### config.mk
export PLATFORM = sky130hd
export DESIGN_NAME = note_sequencer
export DESIGN_NICKNAME = d
export VERILOG_FILES = /design/src/rtl/note_sequencer.sv
export SDC_FILE = /design/constraint.sdc
export NUM_CORES = 1
export LEC_CHECK = 0
export ABC_AREA = 1
export BUFFER_PORTS_ARGS = -buffer_cell sky130_fd_sc_hd__buf_2
export CORE_UTILIZATION = 55
export CTS_BUF_LIST = sky130_fd_sc_hd__clkbuf_4
export DETAILED_ROUTE_END_ITERATION = 10
export GPL_TIMING_DRIVEN = 0
export PLACE_DENSITY_LB_ADDON = 0.05
export SLEW_MARGIN = 10
export SYNTH_ARGS = -nofsm -noshare
export SYNTH_HDL_FRONTEND = slang
export SYNTH_SLANG_ARGS = --single-unit
### constraint.sdc
create_clock -name clk -period 2.1 [get_ports clk]
set_input_delay 0.315 -clock clk [delete_from_list [all_inputs] [get_ports clk]]
set_output_delay 0.315 -clock clk [all_outputs]
set_load 0.01 [all_outputs]
### src/rtl/note_sequencer.sv
// Song-playback sequencer: walks a note list in an external synchronous ROM and drives tone/en
// for the square-wave generator. Optional articulation gap enabled by defining ARTIC_GAP_EN.
module note_sequencer #(
  parameter int unsigned FREQ      = 24000000,
  parameter int unsigned TICK_HZ   = 64,
  parameter int unsigned ADDR_W    = 6,
  parameter int unsigned GAP_TICKS = 1
) (
  input  logic              clk,
  input  logic              rst,
  input  logic              play,
  input  logic              stop,
  input  logic              loop,
  output logic [ADDR_W-1:0] rom_addr,
  input  logic [15:0]       rom_data,
  output logic [6:0]        tone,
  output logic              en,
  output logic              busy,
  output logic              done
);

  localparam logic [31:0] TICK_LAST = 32'(FREQ / TICK_HZ) - 32'd1;

  typedef enum logic [1:0] {IDLE, FETCH, LOAD, PLAY} state_t;

  state_t            state, state_nx;
  logic [ADDR_W-1:0] ptr_nx;
  logic              wrap, wrap_nx;
  logic [6:0]        tone_nx;
  logic              en_nx, busy_nx, done_nx;
  logic [31:0]       div, div_nx;
  logic [7:0]        rem, rem_nx;
  logic              gap_ok, gap_ok_nx;

  logic unused_ok;
  assign unused_ok = &{1'b0, rom_data[15], GAP_TICKS[0], gap_ok};

  always_ff @(posedge clk or negedge rst) begin
    if (!rst) begin
      state    <= IDLE;
      rom_addr <= '0;
      wrap     <= 1'b0;
      tone     <= '0;
      en       <= 1'b0;
      busy     <= 1'b0;
      done     <= 1'b0;
      div      <= '0;
      rem      <= '0;
      gap_ok   <= 1'b0;
    end else begin
      state    <= state_nx;
      rom_addr <= ptr_nx;
      wrap     <= wrap_nx;
      tone     <= tone_nx;
      en       <= en_nx;
      busy     <= busy_nx;
      done     <= done_nx;
      div      <= div_nx;
      rem      <= rem_nx;
      gap_ok   <= gap_ok_nx;
    end
  end

  always_comb begin
    state_nx  = state;
    ptr_nx    = rom_addr;
    wrap_nx   = wrap;
    tone_nx   = tone;
    en_nx     = en;
    done_nx   = 1'b0;
    div_nx    = div;
    rem_nx    = rem;
    gap_ok_nx = gap_ok;

    if (state != IDLE && stop) begin
      state_nx = IDLE;
      tone_nx  = '0;
      en_nx    = 1'b0;
    end else begin
      case (state)
        IDLE: begin
          if (play && !stop) begin
            ptr_nx   = '0;
            wrap_nx  = 1'b0;
            state_nx = FETCH;
          end
        end
        FETCH: state_nx = LOAD;
        LOAD: begin
          // wrap marks that the last ROM word has been played; treat like an end marker
          if (wrap || rom_data[7:0] == 8'd0) begin
            if (loop) begin
              ptr_nx   = '0;
              wrap_nx  = 1'b0;
              state_nx = FETCH;
            end else begin
              tone_nx  = '0;
              en_nx    = 1'b0;
              done_nx  = 1'b1;
              state_nx = IDLE;
            end
          end else begin
            tone_nx   = rom_data[14:8];
            en_nx     = (rom_data[14:8] != 7'd0);
            rem_nx    = rom_data[7:0];
            div_nx    = '0;
            gap_ok_nx = ({24'd0, rom_data[7:0]} > GAP_TICKS);
            state_nx  = PLAY;
          end
        end
        PLAY: begin
          if (div == TICK_LAST) begin
            div_nx = '0;
            rem_nx = rem - 8'd1;
            if (rem == 8'd1) begin
              if (&rom_addr) wrap_nx = 1'b1;
              ptr_nx   = rom_addr + ADDR_W'(1);
              state_nx = FETCH;
            end
`ifdef ARTIC_GAP_EN
            if (gap_ok && ({24'd0, rem_nx} <= GAP_TICKS)) en_nx = 1'b0;
`endif
          end else begin
            div_nx = div + 32'd1;
          end
        end
        default: state_nx = IDLE;
      endcase
    end

    busy_nx = (state_nx != IDLE);
  end

endmodule

* Word-level counts from Yosys, hierarchy flattened
Cells that the tools add are included.
** Cells by class
- $add $sub $neg :: 3
- Eq/ne operators :: 13
- Multiplexer cells :: 38
- Bitwise operators :: 1
- Reduce and logical (&&, ||, !) cells :: 18
** Operators by type and width (count)
- $mux W32 :: 2
- $pmux W32 S2 :: 1
- $add A32 B1 Y32 const B :: 1
- $eq A32 B19 Y1 const B :: 1
- $mux W6 :: 5
- $mux W7 :: 4
- $pmux W6 S3 :: 1
- $mux W8 :: 2
- $pmux W8 S2 :: 1
- $mux W1 :: 15
- $ne A2 B2 Y1 const B :: 7
- $mux W2 :: 5
- $eq A8 B1 Y1 const B :: 1
- $logic_not A8 Y1 :: 1
- $pmux W2 S4 :: 1
- $reduce_and A8 Y1 :: 1
- $reduce_bool A2 Y1 :: 4
- $sub A8 B1 Y8 const B :: 1
- $reduce_and A7 Y1 :: 1
- $reduce_bool A7 Y1 :: 1
- $add A6 B1 Y6 const B :: 1
- $reduce_and A6 Y1 :: 1
- $eq A2 B2 Y1 const B :: 2
- $reduce_and A4 Y1 :: 1
- 11 further kinds :: 12
** Word-level totals
- Register bits :: 59
- Input port bits :: 21
- Word-level logic and storage cells :: 82

* Longest topological paths before layout
- Depth after elaboration :: 6
- Mapped depth :: 12
- Depth with buffers taken out :: 11

* Worst setup path after synthesis
Ideal clock, no wire load.
- Path kind :: flip-flop to flip-flop
- From :: reg div[0]
- To :: reg rom_addr[4]
- Data arrival time :: 1423 ps
- Setup slack :: 554 ps
- Cell stages (with the launch flop) :: 12
- Buffers on the path :: 1
- Clock period less this slack :: 1546 ps
- Cells stage by stage :: dfrtp_1 -> ha_1 -> inv_1 -> nor2_1 -> nand2_1 -> nor2_1 -> nand2_2 -> nand2_4 -> nand3b_4 -> buf_6 -> nand2_1 -> o21ai_2
** Between the ends
- Longest elaborated chain between the ends :: 3
** RTL lines
- start: declaration :: line 31 : logic [31:0] div, div_nx;
- start signal: assignment :: line 58 : div <= div_nx;
- $eq A32 B19 Y1 :: line 112 : if (div == TICK_LAST) begin
- $ne A2 B2 Y1 (no line)
- $reduce_and A7 Y1 (no line)
- end signal: assignment :: line 52 : rom_addr <= ptr_nx;
- end: declaration :: line 14 : output logic [ADDR_W-1:0] rom_addr,
No other way between the ends.
A chain may end at the register's enable or synchronous reset.

* Worst setup path in the final report
Ends and elaborated chain as after synthesis.

==> results.cfg <==
[clock_network]
cts_setup_buffers = 0
cts_buffers = 9
clock-sinks = 59
cts_tree = yes
cts_resized = 0
clk_pin_slew_ns = 0.12
htreeDepth = 3
cts_hold_buffers = 1
clk_latency_ns = 0.41
clock_path_buffers = 2
cts_root_buf = clkbuf_4

[setup_path]
crit_arrival_ns = 2.16
required_ns = 2.41
crit_path_max_fanout = 10
start_kind = register
path_class = reg2reg
ff2ff_path_depth = 11
cp-end-kind = register
reg2reg_from = div[0]
rrSetupSlack_ns = 0.25
r2r_end = rom_addr[4]

[worst_hold_path]
hold_end = tone[1]
hold_path_class = in2reg
hp-start = rom_data[9]
hold_path_depth = 3

[sta]
hold_violations = 0
period_minus_slack_ns = 1.85
fin_tns_setup_ns = 0
finalSetupViolations = 0
rsz0062_at_grt = no
min_period_over_period = 0.882
worst_pin_slew_ns = 0.755
finClkSkew_ns = 0.0137
slew_viol_final = 0
max_slew_margin = 0.497
timing.fmax_ghz = 0.540

[drt]
first_pass_iters = 5
via_per_inst = 5.25
route.detailed.drc = 0
first_iter_violations = 258
avgRoutedWirePerCell_microns = 13.6
final_antenna_net_count = 0
drt-total-wl_mm = 10.1
dr_total_vias = 3891

[placed_design]
hpwl_mm = 7.57
placed_area_sq_mm = 0.00425
place_congestion = 0.915
port-buffer-count = 35

[pwr]
intPower_mw = 2.22
netSwitchingPower_mw = 1.33
p_seq_frac = 0.448
ir_drop_mv = 0.582
swShare = 0.375
power.share.clock = 0.267
power-per-cell-area_mw_per_mm2 = 804
p_leak_nw = 2.06
p_comb_frac = 0.285

[logic_synthesis]
yosys_warnings = 0
synth_top_family_by_area = simple AND/OR/NAND/NOR gates
synthAdderAreaFrac = 0.0127
synthMuxAreaShare = 0
synth_seq_area_share = 0.374
ys_seq_elements = 59
syn_inst = 593
ys_types = 34
synth_fp_nets = 618
netlist_area_sq_mm = 0.00395
synthXorXnorAreaFrac = 0.0155
avgSynthCellArea_sq_um = 6.66
synth-compound-area-share = 0.103
synthSimpleGateAreaFrac = 0.393

[flow_run]
maxCapViolCount = 0

[global_route]
grt_pass1_wl_mm = 16.8
grt_start_max_net_pins = 60
track_usage = 0.294
globalRouteOverflowTotal = 0
grt_pass1_vias = 3570
antenna_found_initial = 0

[outcome]
run_status = finished, final reports clean

[cells_and_area]
design_area_sq_mm = 0.00442
fillCellCount = 667
drive_above_1_share = 0.157
fin_nets = 665
diodes = 0
seqCellArea_sq_mm = 0.00148
area_delta_synth_final_pct = 11.8
multi_input_area_sq_mm = 0.00207

[floorplanning]
die_x_microns = 86.8
die_h_microns = 86.8
coreArea_sq_mm = 0.00687
std_cell_rows = 30
die-area_sq_mm = 0.00753
io_pins = 37
start_util = 0.575
==> worst max-delay path: stages, from the launching register on <==
cell,delay (ns)
dfrtp_1,0.44
ha_1,0.20
inv_1,0.11
nor2_1,0.13
nand2_1,0.07
nor2_1,0.13
nand2_2,0.13
nand2_4,0.15
nand3b_4,0.10
buf_6,0.15
nand2_1,0.07
o21ai_2,0.05
==> sequential cells by signal (all words and copies together) (netlist names) <==
register	count
rem	8
state	2
busy	1
en	1
wrap	1
div	32
rom_addr	6
tone	7
done	1
==> per-stage QoR <==
| step | power [mW] | hold slack [ns] | setup WS (ns) | utilization | std cells |
|---|---|---|---|---|---|
| 2_1_floorplan | 2.29 | 0.0194 | 0.554 | - | 593 |
| 3_3_place_gp | 2.59 | 0.469 | 0.317 | 0.618 | 724 |
| 3_5_place_dp | 2.62 | 0.450 | 0.286 | 0.619 | 724 |
| 4_1_cts | 3.57 | 0.153 | 0.254 | 0.643 | 741 |
| 5_1_grt | 3.81 | 0.161 | 0.0913 | 0.643 | 741 |
| 6_report | 3.55 | 0.164 | 0.247 | 0.643 | 741 |
==> layer usage <==
| layer | part of all wire | global-route usage | up-vias |
|---|---|---|---|
| met5 | 0 | 0 | - |
| met4 | 0.031 | 0.132 | 0 |
| li1 | - | - | 1980 |
| met3 | 0.051 | 0.0448 | 20 |
| met1 | 0.45 | 0.381 | 1769 |
| met2 | 0.46 | 0.486 | 122 |
==> cell usage in the layout, fill, tap and decap left out, drive strengths merged, types with 12 or more instances in the layout <==
cell type / synthesis / final
buf: 12 / 47
clkbuf: 3 / 12
dfrtp: 59 / 59
inv: 82 / 82
nand2: 179 / 179
nand3: 59 / 59
nand4: 14 / 14
nor2: 83 / 83
nor3: 14 / 14
o21ai: 57 / 57
==> kinds of logic after synthesis <==
group                      count (synthesis)
adders and majority gates                  4
AOI/OAI and AO/OA                         71
xor gates and xnor gates                   7
buffers and inverters                     97
and+or+nand+nor                          355
DFF                                       59
==> how the worst max path moves through the flow <==
stage / from / endpoint / slack, ns / cells after the start
4_1_cts: div[0] / rem[6] / 0.25 / 12
3_3_place_gp: div[0] / rom_addr[4] / 0.32 / 11
6_report: div[0] / rom_addr[4] / 0.25 / 11
5_1_grt: div[0] / rem[6] / 0.09 / 12
2_1_floorplan: div[0] / rom_addr[4] / 0.55 / 11
3_5_place_dp: div[0] / rom_addr[4] / 0.29 / 11
==> layout make-up <==
| type | instances | area share |
|---|---|---|
| buffer | 15 | 0.0218 |
| clock buffer | 9 | 0.0153 |
| clock inverter | 7 | 0.0210 |
| inverter | 82 | 0.0702 |
| multi-input combinational | 437 | 0.468 |
| sequential | 59 | 0.334 |
| tap | 96 | 0.0272 |
| timing repair buffer | 36 | 0.0425 |
==> power groups by stage <==
stage | combinational [mW] | sequential (mW) | clock, mW
after floorplan | 0.704 | 1.59 | 0
after global placement | 0.991 | 1.60 | 0
after detailed placement | 1.02 | 1.60 | 0
after CTS | 1.02 | 1.59 | 0.968
after global routing | 1.17 | 1.62 | 1.02
final | 1.01 | 1.59 | 0.947
==> cell usage after synthesis, drive strengths merged <==
cell type,instances,share of area
nand2,179,0.18
nor2,83,0.083
inv,82,0.079
dfrtp,59,0.37
nand3,59,0.075
o21ai,57,0.079
nand4,14,0.022
nor3,14,0.020
buf,12,0.021
xor2,7,0.016
a21oi,5,0.0063
ha,4,0.013
or2,4,0.0063
clkbuf,3,0.0032
o21bai,3,0.0066
o31ai,3,0.0057
o22ai,2,0.0032
nand3b,1,0.0051
nor3b,1,0.0032
o211ai,1,0.0019
Note: power is estimated with default switching activity, not from simulation.
